<file path="config.mk">
export PLATFORM = sky130hd
export DESIGN_NAME = local_bus_reg_bank
export DESIGN_NICKNAME = d
export VERILOG_FILES = /design/src/rtl/local_bus_reg_bank.sv
export SDC_FILE = /design/constraint.sdc
export NUM_CORES = 1
export LEC_CHECK = 0
export BUFFER_PORTS_ARGS = -buffer_cell sky130_fd_sc_hd__buf_2
export CAP_MARGIN = 5
export CORE_MARGIN = 4
export CORE_UTILIZATION = 54
export CTS_CLUSTER_SIZE = 10
export DETAILED_ROUTE_END_ITERATION = 7
export MAX_ROUTING_LAYER = met4
export PLACE_DENSITY = 0.8
export SKIP_CTS_REPAIR_TIMING = 1
export SYNTH_ARGS = -nofsm -noshare
export SYNTH_HDL_FRONTEND = slang
export SYNTH_SLANG_ARGS = --single-unit
</file>
<file path="constraint.sdc">
create_clock -name i_Bus_Clk -period 2.7 [get_ports i_Bus_Clk]
set_input_delay 0.135 -clock i_Bus_Clk [delete_from_list [all_inputs] [get_ports i_Bus_Clk]]
set_output_delay 0.135 -clock i_Bus_Clk [all_outputs]
set_load 0.005 [all_outputs]
</file>
<file path="src/rtl/local_bus_reg_bank.sv">
// Local Bus register bank: version, W1C status, control/IRQ mask, write counter, general RW regs.
// Reads return RD_LATENCY cycles after CS with a one-cycle DV; writes land at the CS edge; no backpressure.
module local_bus_reg_bank #(
  parameter int          ADDR8_PER_CS = 65536,
  parameter int          NUM_RW_REGS  = 8,
  parameter int          RD_LATENCY   = 1,
  parameter logic [15:0] VERSION      = 16'h0101,
  localparam int         AW           = $clog2(ADDR8_PER_CS)
) (
  input  logic                      i_Bus_Clk,
  input  logic                      i_Rst_L,
  input  logic                      i_Bus_CS,
  input  logic                      i_Bus_Wr_Rd_n,
  input  logic [AW-1:0]             i_Bus_Addr8,
  input  logic [15:0]               i_Bus_Wr_Data,
  output logic [15:0]               o_Bus_Rd_Data,
  output logic                      o_Bus_Rd_DV,
  input  logic [7:0]                i_Event,
  output logic [15:0]               o_Ctrl,
  output logic [NUM_RW_REGS*16-1:0] o_Regs,
  output logic                      o_Irq
);

  logic [AW-1:0]          word_addr;
  logic                   wr_stb, rd_stb;
  logic                   hit_ver, hit_status, hit_ctrl, hit_cnt;
  logic [NUM_RW_REGS-1:0] hit_reg;
  logic                   wr_counted;
  logic [15:0]            rd_word;

  logic [7:0]  status_q, status_d;
  logic [15:0] ctrl_q, ctrl_d;
  logic [15:0] cnt_q, cnt_d;
  logic        irq_q, irq_d;
  logic [15:0] regs_q [NUM_RW_REGS];
  logic [15:0] regs_d [NUM_RW_REGS];

  logic [RD_LATENCY-1:0] vld_q, vld_d;
  logic [15:0]           dat_q [RD_LATENCY];
  logic [15:0]           dat_d [RD_LATENCY];

  // Byte address bit 0 selects nothing: the bank is 16-bit word addressed.
  assign word_addr  = i_Bus_Addr8 & ~AW'(1);
  assign wr_stb     = i_Bus_CS & i_Bus_Wr_Rd_n;
  assign rd_stb     = i_Bus_CS & ~i_Bus_Wr_Rd_n;
  assign hit_ver    = (word_addr == AW'(0));
  assign hit_status = (word_addr == AW'(2));
  assign hit_ctrl   = (word_addr == AW'(4));
  assign hit_cnt    = (word_addr == AW'(6));

  always_comb begin
    hit_reg = '0;
    for (int n = 0; n < NUM_RW_REGS; n++) begin
      hit_reg[n] = (word_addr == AW'(16 + 2 * n));
    end
  end

  assign wr_counted = wr_stb & (hit_status | hit_ctrl | (|hit_reg));

  always_comb begin
    rd_word = '0;
    if (hit_ver)    rd_word = VERSION;
    if (hit_status) rd_word = {8'h00, status_q};
    if (hit_ctrl)   rd_word = ctrl_q;
    if (hit_cnt)    rd_word = cnt_q;
    for (int n = 0; n < NUM_RW_REGS; n++) begin
      if (hit_reg[n]) rd_word = regs_q[n];
    end
  end

  always_comb begin
    // Event set is OR-ed after the clear so a coincident event survives the W1C.
    status_d = (status_q & ~((wr_stb & hit_status) ? i_Bus_Wr_Data[7:0] : 8'h00)) | i_Event;
    ctrl_d   = (wr_stb & hit_ctrl) ? i_Bus_Wr_Data : ctrl_q;
    cnt_d    = cnt_q;
    if (wr_stb & hit_cnt) begin
      cnt_d = '0;
    end else if (wr_counted) begin
      cnt_d = cnt_q + 16'd1;
    end
    for (int n = 0; n < NUM_RW_REGS; n++) begin
      regs_d[n] = (wr_stb & hit_reg[n]) ? i_Bus_Wr_Data : regs_q[n];
    end
    irq_d = |(status_q & ctrl_q[15:8]);
  end

  // Each stage only loads when a read enters it, so the last stage holds its data between pulses.
  always_comb begin
    vld_d    = '0;
    vld_d[0] = rd_stb;
    dat_d    = dat_q;
    if (rd_stb) dat_d[0] = rd_word;
    for (int k = 1; k < RD_LATENCY; k++) begin
      vld_d[k] = vld_q[k-1];
      if (vld_q[k-1]) dat_d[k] = dat_q[k-1];
    end
  end

  always_ff @(posedge i_Bus_Clk) begin
    if (!i_Rst_L) begin
      status_q <= '0;
      ctrl_q   <= '0;
      cnt_q    <= '0;
      irq_q    <= 1'b0;
      vld_q    <= '0;
      for (int n = 0; n < NUM_RW_REGS; n++) regs_q[n] <= '0;
      for (int k = 0; k < RD_LATENCY; k++) dat_q[k] <= '0;
    end else begin
      status_q <= status_d;
      ctrl_q   <= ctrl_d;
      cnt_q    <= cnt_d;
      irq_q    <= irq_d;
      vld_q    <= vld_d;
      for (int n = 0; n < NUM_RW_REGS; n++) regs_q[n] <= regs_d[n];
      for (int k = 0; k < RD_LATENCY; k++) dat_q[k] <= dat_d[k];
    end
  end

  assign o_Bus_Rd_DV   = vld_q[RD_LATENCY-1];
  assign o_Bus_Rd_Data = dat_q[RD_LATENCY-1];
  assign o_Ctrl        = ctrl_q;
  assign o_Irq         = irq_q;

  for (genvar g = 0; g < NUM_RW_REGS; g++) begin : g_regs_out
    assign o_Regs[16*g +: 16] = regs_q[g];
  end

endmodule

</file>
==> results.json <==
{
  "gpl.final_weighted_congestion": 0.9513,
  "fp.dieArea_um2": 17950,
  "detail-route-antenna-nets": 0,
  "fin_tns_setup_ns": 0,
  "setup.worst_path.start_class": "input pin",
  "fin_util_pct": 68.29,
  "initial_core_util_pct": 55.77,
  "initialDrtViolationCount": 1419,
  "worst_slew_pin_tran_ns": 0.7716,
  "wl_per_cell_um": 20.62,
  "final.setup_skew_ns": 0.006974,
  "maxCapViolCount": 0,
  "final.hold.worst_slack_ns": 0.04813,
  "layout-area-overhead-vs-synth_pct": 22.46,
  "power_per_cell_area_nw_per_um2": 526.4,
  "htree_num_levels": 4,
  "relSlewSlack_pct": 48.56,
  "setup_violations": 0,
  "die_height_um": 134.0,
  "power_leakage_nw": 4.126,
  "end_kind": "flop",
  "synthArstFlopShare_pct": 0,
  "worst_setup_hold_path_clk_slew_ns": 0.07,
  "syn_area_um2": 8572,
  "drt-vias-per-instance": 6.254,
  "detail_route.wirelength_um": 31520,
  "synth_cell_types": 63,
  "pre_cts_ws_ns": 0.2986,
  "number_of_synthesized_flops_with_an_enable_pin": 0,
  "final_cell_count_no_fill": 1529,
  "worst_ep_required_time_ns": 3.00,
  "irDropWorstVdd_mv": 0.4434,
  "dpl.hpwl_um": 22250,
  "grt_setup_unrepaired": "no",
  "clock.fmax_mhz": 480.1,
  "placement_rows": 45,
  "synth_sequential_area_ratio_pct": 43.44,
  "final_nets": 1350,
  "numClockSinks": 186,
  "number_of_instances_in_the_synthesized_netlist": 1116,
  "worst_slack_ns": 0.6173,
  "grt_pass1_vias": 8684,
  "maxSlewViolCount": 0,
  "track_usage_pct": 34.61,
  "worst_hold_path_type": "input pin to flop",
  "tritoncts": "yes",
  "drc": 0,
  "hold_viol": 0,
  "antenna_found_initial": 2,
  "io-pin-count": 206,
  "min_period_ns": 2.083,
  "crit_type": "input pin to flop",
  "routed-via-count": 9563,
  "grt_overflow_total": 0,
  "status": "completed",
  "arrival_ns": 2.39,
  "critical_path.max_fanout": 16,
  "placedCellCount": 1489,
  "clk_root_buffer_cell": "clkbuf_16",
  "grt_max_degree": 58,
  "synth_seq_cells": 186,
  "syn_area_per_cell_um2": 7.681,
  "detail_route.first_pass.iterations": 8,
  "port-buffer-count": 204,
  "clkLatencyLatePin_ns": 0.44,
  "buffers_from_clock_root_to_sink_at_most": 2,
  "dieWidth_um": 134.0,
  "synth-warning-count": 0,
  "post-route-period-util_pct": 77.14,
  "post_route_cells_drive_above_1_share_pct": 23.18,
  "most_common_flop_cell_mapped_by_yosys": "dfxtp_1",
  "grt_first_pass_wirelength_um": 47400,
  "mappedNetlistNets": 1161,
  "floorplan.core_area_um2": 15370,
  "cts_inserted_buffers": 17
}
==> critical path, cell delays in order <==
cell	delay [ns]
buf_2	0.10
nor4_1	0.50
nand4_1	0.16
buf_4	0.24
nor2_1	0.36
nand2_1	0.55
nand2_1	0.24
a21oi_1	0.09
==> cell usage in the layout (no fill, tap or decap), types with 5 or more instances in the layout <==
cell type      netlist  layout
nand2_1            331     331
buf_2               20     204
dfxtp_1            186     186
a21oi_1            182     182
buf_4                5      45
nor2_1              38      38
o21ai_0             32      32
clkbuf_16            0      17
a22oi_1             14      14
nand3_1             13      13
mux2i_1             12      12
and2_1              11      11
nor3_1              11      11
a21o_1              11      11
or3_1               10      10
o21a_1              10      10
mux2_2               9       9
o211ai_1             9       9
a32o_1               9       9
a21boi_0             9       9
a2bb2oi_1            8       8
a31oi_1              8       8
dlygate4sd3_1        0       8
inv_1                7       7
o2bb2ai_1            7       7
o22ai_1              7       7
a221oi_1             7       7
o221ai_1             7       7
nand2b_1             6       6
nor2b_1              6       6
o32ai_1              6       6
xnor2_1              6       6
and3_1               6       6
clkbuf_1            58       5
==> final cells by class <==
cell class / count / area (µm²)
well taps: 211 / 264.0
fillers: 1298 / 4873
clock buffers: 24 / 471.7
repair buffers: 260 / 1499
inverters: 9 / 36.28
flip-flops and latches: 186 / 3724
clock inverters: 6 / 67.56
multi-input cells: 831 / 4431
diodes: 2 / 5.005
==> state kept, by name (all words and copies together) (netlist names) <==
name and flops:
regs_q 128, o_Irq 1, o_Ctrl 16, cnt_q 16
o_Bus_Rd_Data 16, o_Bus_Rd_DV 1, status_q 8
==> metal layers <==
| layer | wire length [µm] | vias up | track usage [%] |
|---|---|---|---|
| li1 | - | 4252 | - |
| met1 | 11880 | 4436 | 46.11 |
| met2 | 14090 | 751 | 51.74 |
| met3 | 4185 | 124 | 5.664 |
| met4 | 1371 | 0 | 15.94 |
| met5 | 0 | - | - |
==> cells by family (layout without fill, tap and decap cells) <==
group	count (synthesis)	in the layout	share of synthesized area (%)
adder cells (fa/ha/maj)	1	1	0.1459
XOR/XNOR	9	9	0.9196
buffers and inverters	99	299	4.875
other	0	2	0
flip-flops	186	186	43.44
AND/OR/NAND/NOR	459	459	23.68
multiplexers	21	21	2.584
AO/OA/AOI/OAI	341	341	24.36
==> worst paths after layout <==
check / startpoint / cells past startpoint / slack (ns) / endpoint
hold / removal: i_Bus_Wr_Data[15] / 3 / 0.05 / regs_q[1][63]
setup reg to reg: cnt_q[3] / 6 / 0.92 / cnt_q[12]
hold reg to reg: regs_q[1][61] / 2 / 0.47 / regs_q[1][61]
setup / recovery: i_Bus_Addr8[6] / 8 / 0.62 / regs_q[1][8]
==> per-stage QoR <==
stage | instance area, µm² | power, mW
global placement | 9873 | 3.197
global route | 10500 | 5.643
CTS | 10410 | 5.497
detailed placement | 9873 | 3.200
finish | 10500 | 5.526
floorplan | 8572 | 3.056
==> where the power goes <==
part	internal (mW)	switching (mW)
sequential	2.76	0.0130
clock	1.31	1.05
combinational	0.127	0.265
==> synthesized netlist by cell type, types with 7 or more instances <==
cell type    n  area share, %
dfxtp_1    186             43
mux2_2       9            1.2
a21boi_0     9           0.79
and2_1      11           0.80
o21ai_0     32            1.9
buf_2       20            1.2
o221ai_1     7           0.72
a22oi_1     14            1.2
mux2i_1     12            1.4
nand2_1    331             14
a21oi_1    182             11
o22ai_1      7           0.51
nor3_1      11           0.64
o2bb2ai_1    7           0.72
a31oi_1      8           0.58
nor2_1      38            1.7
or3_1       10           0.73
clkbuf_1    58            2.5
o211ai_1     9           0.79
a2bb2oi_1    8           0.82
a32o_1       9            1.1
a221oi_1     7           0.72
inv_1        7           0.31
o21a_1      10           0.88
nand3_1     13           0.76
a21o_1      11           0.96
No activity file was read; power rests on OpenSTA's default activity.
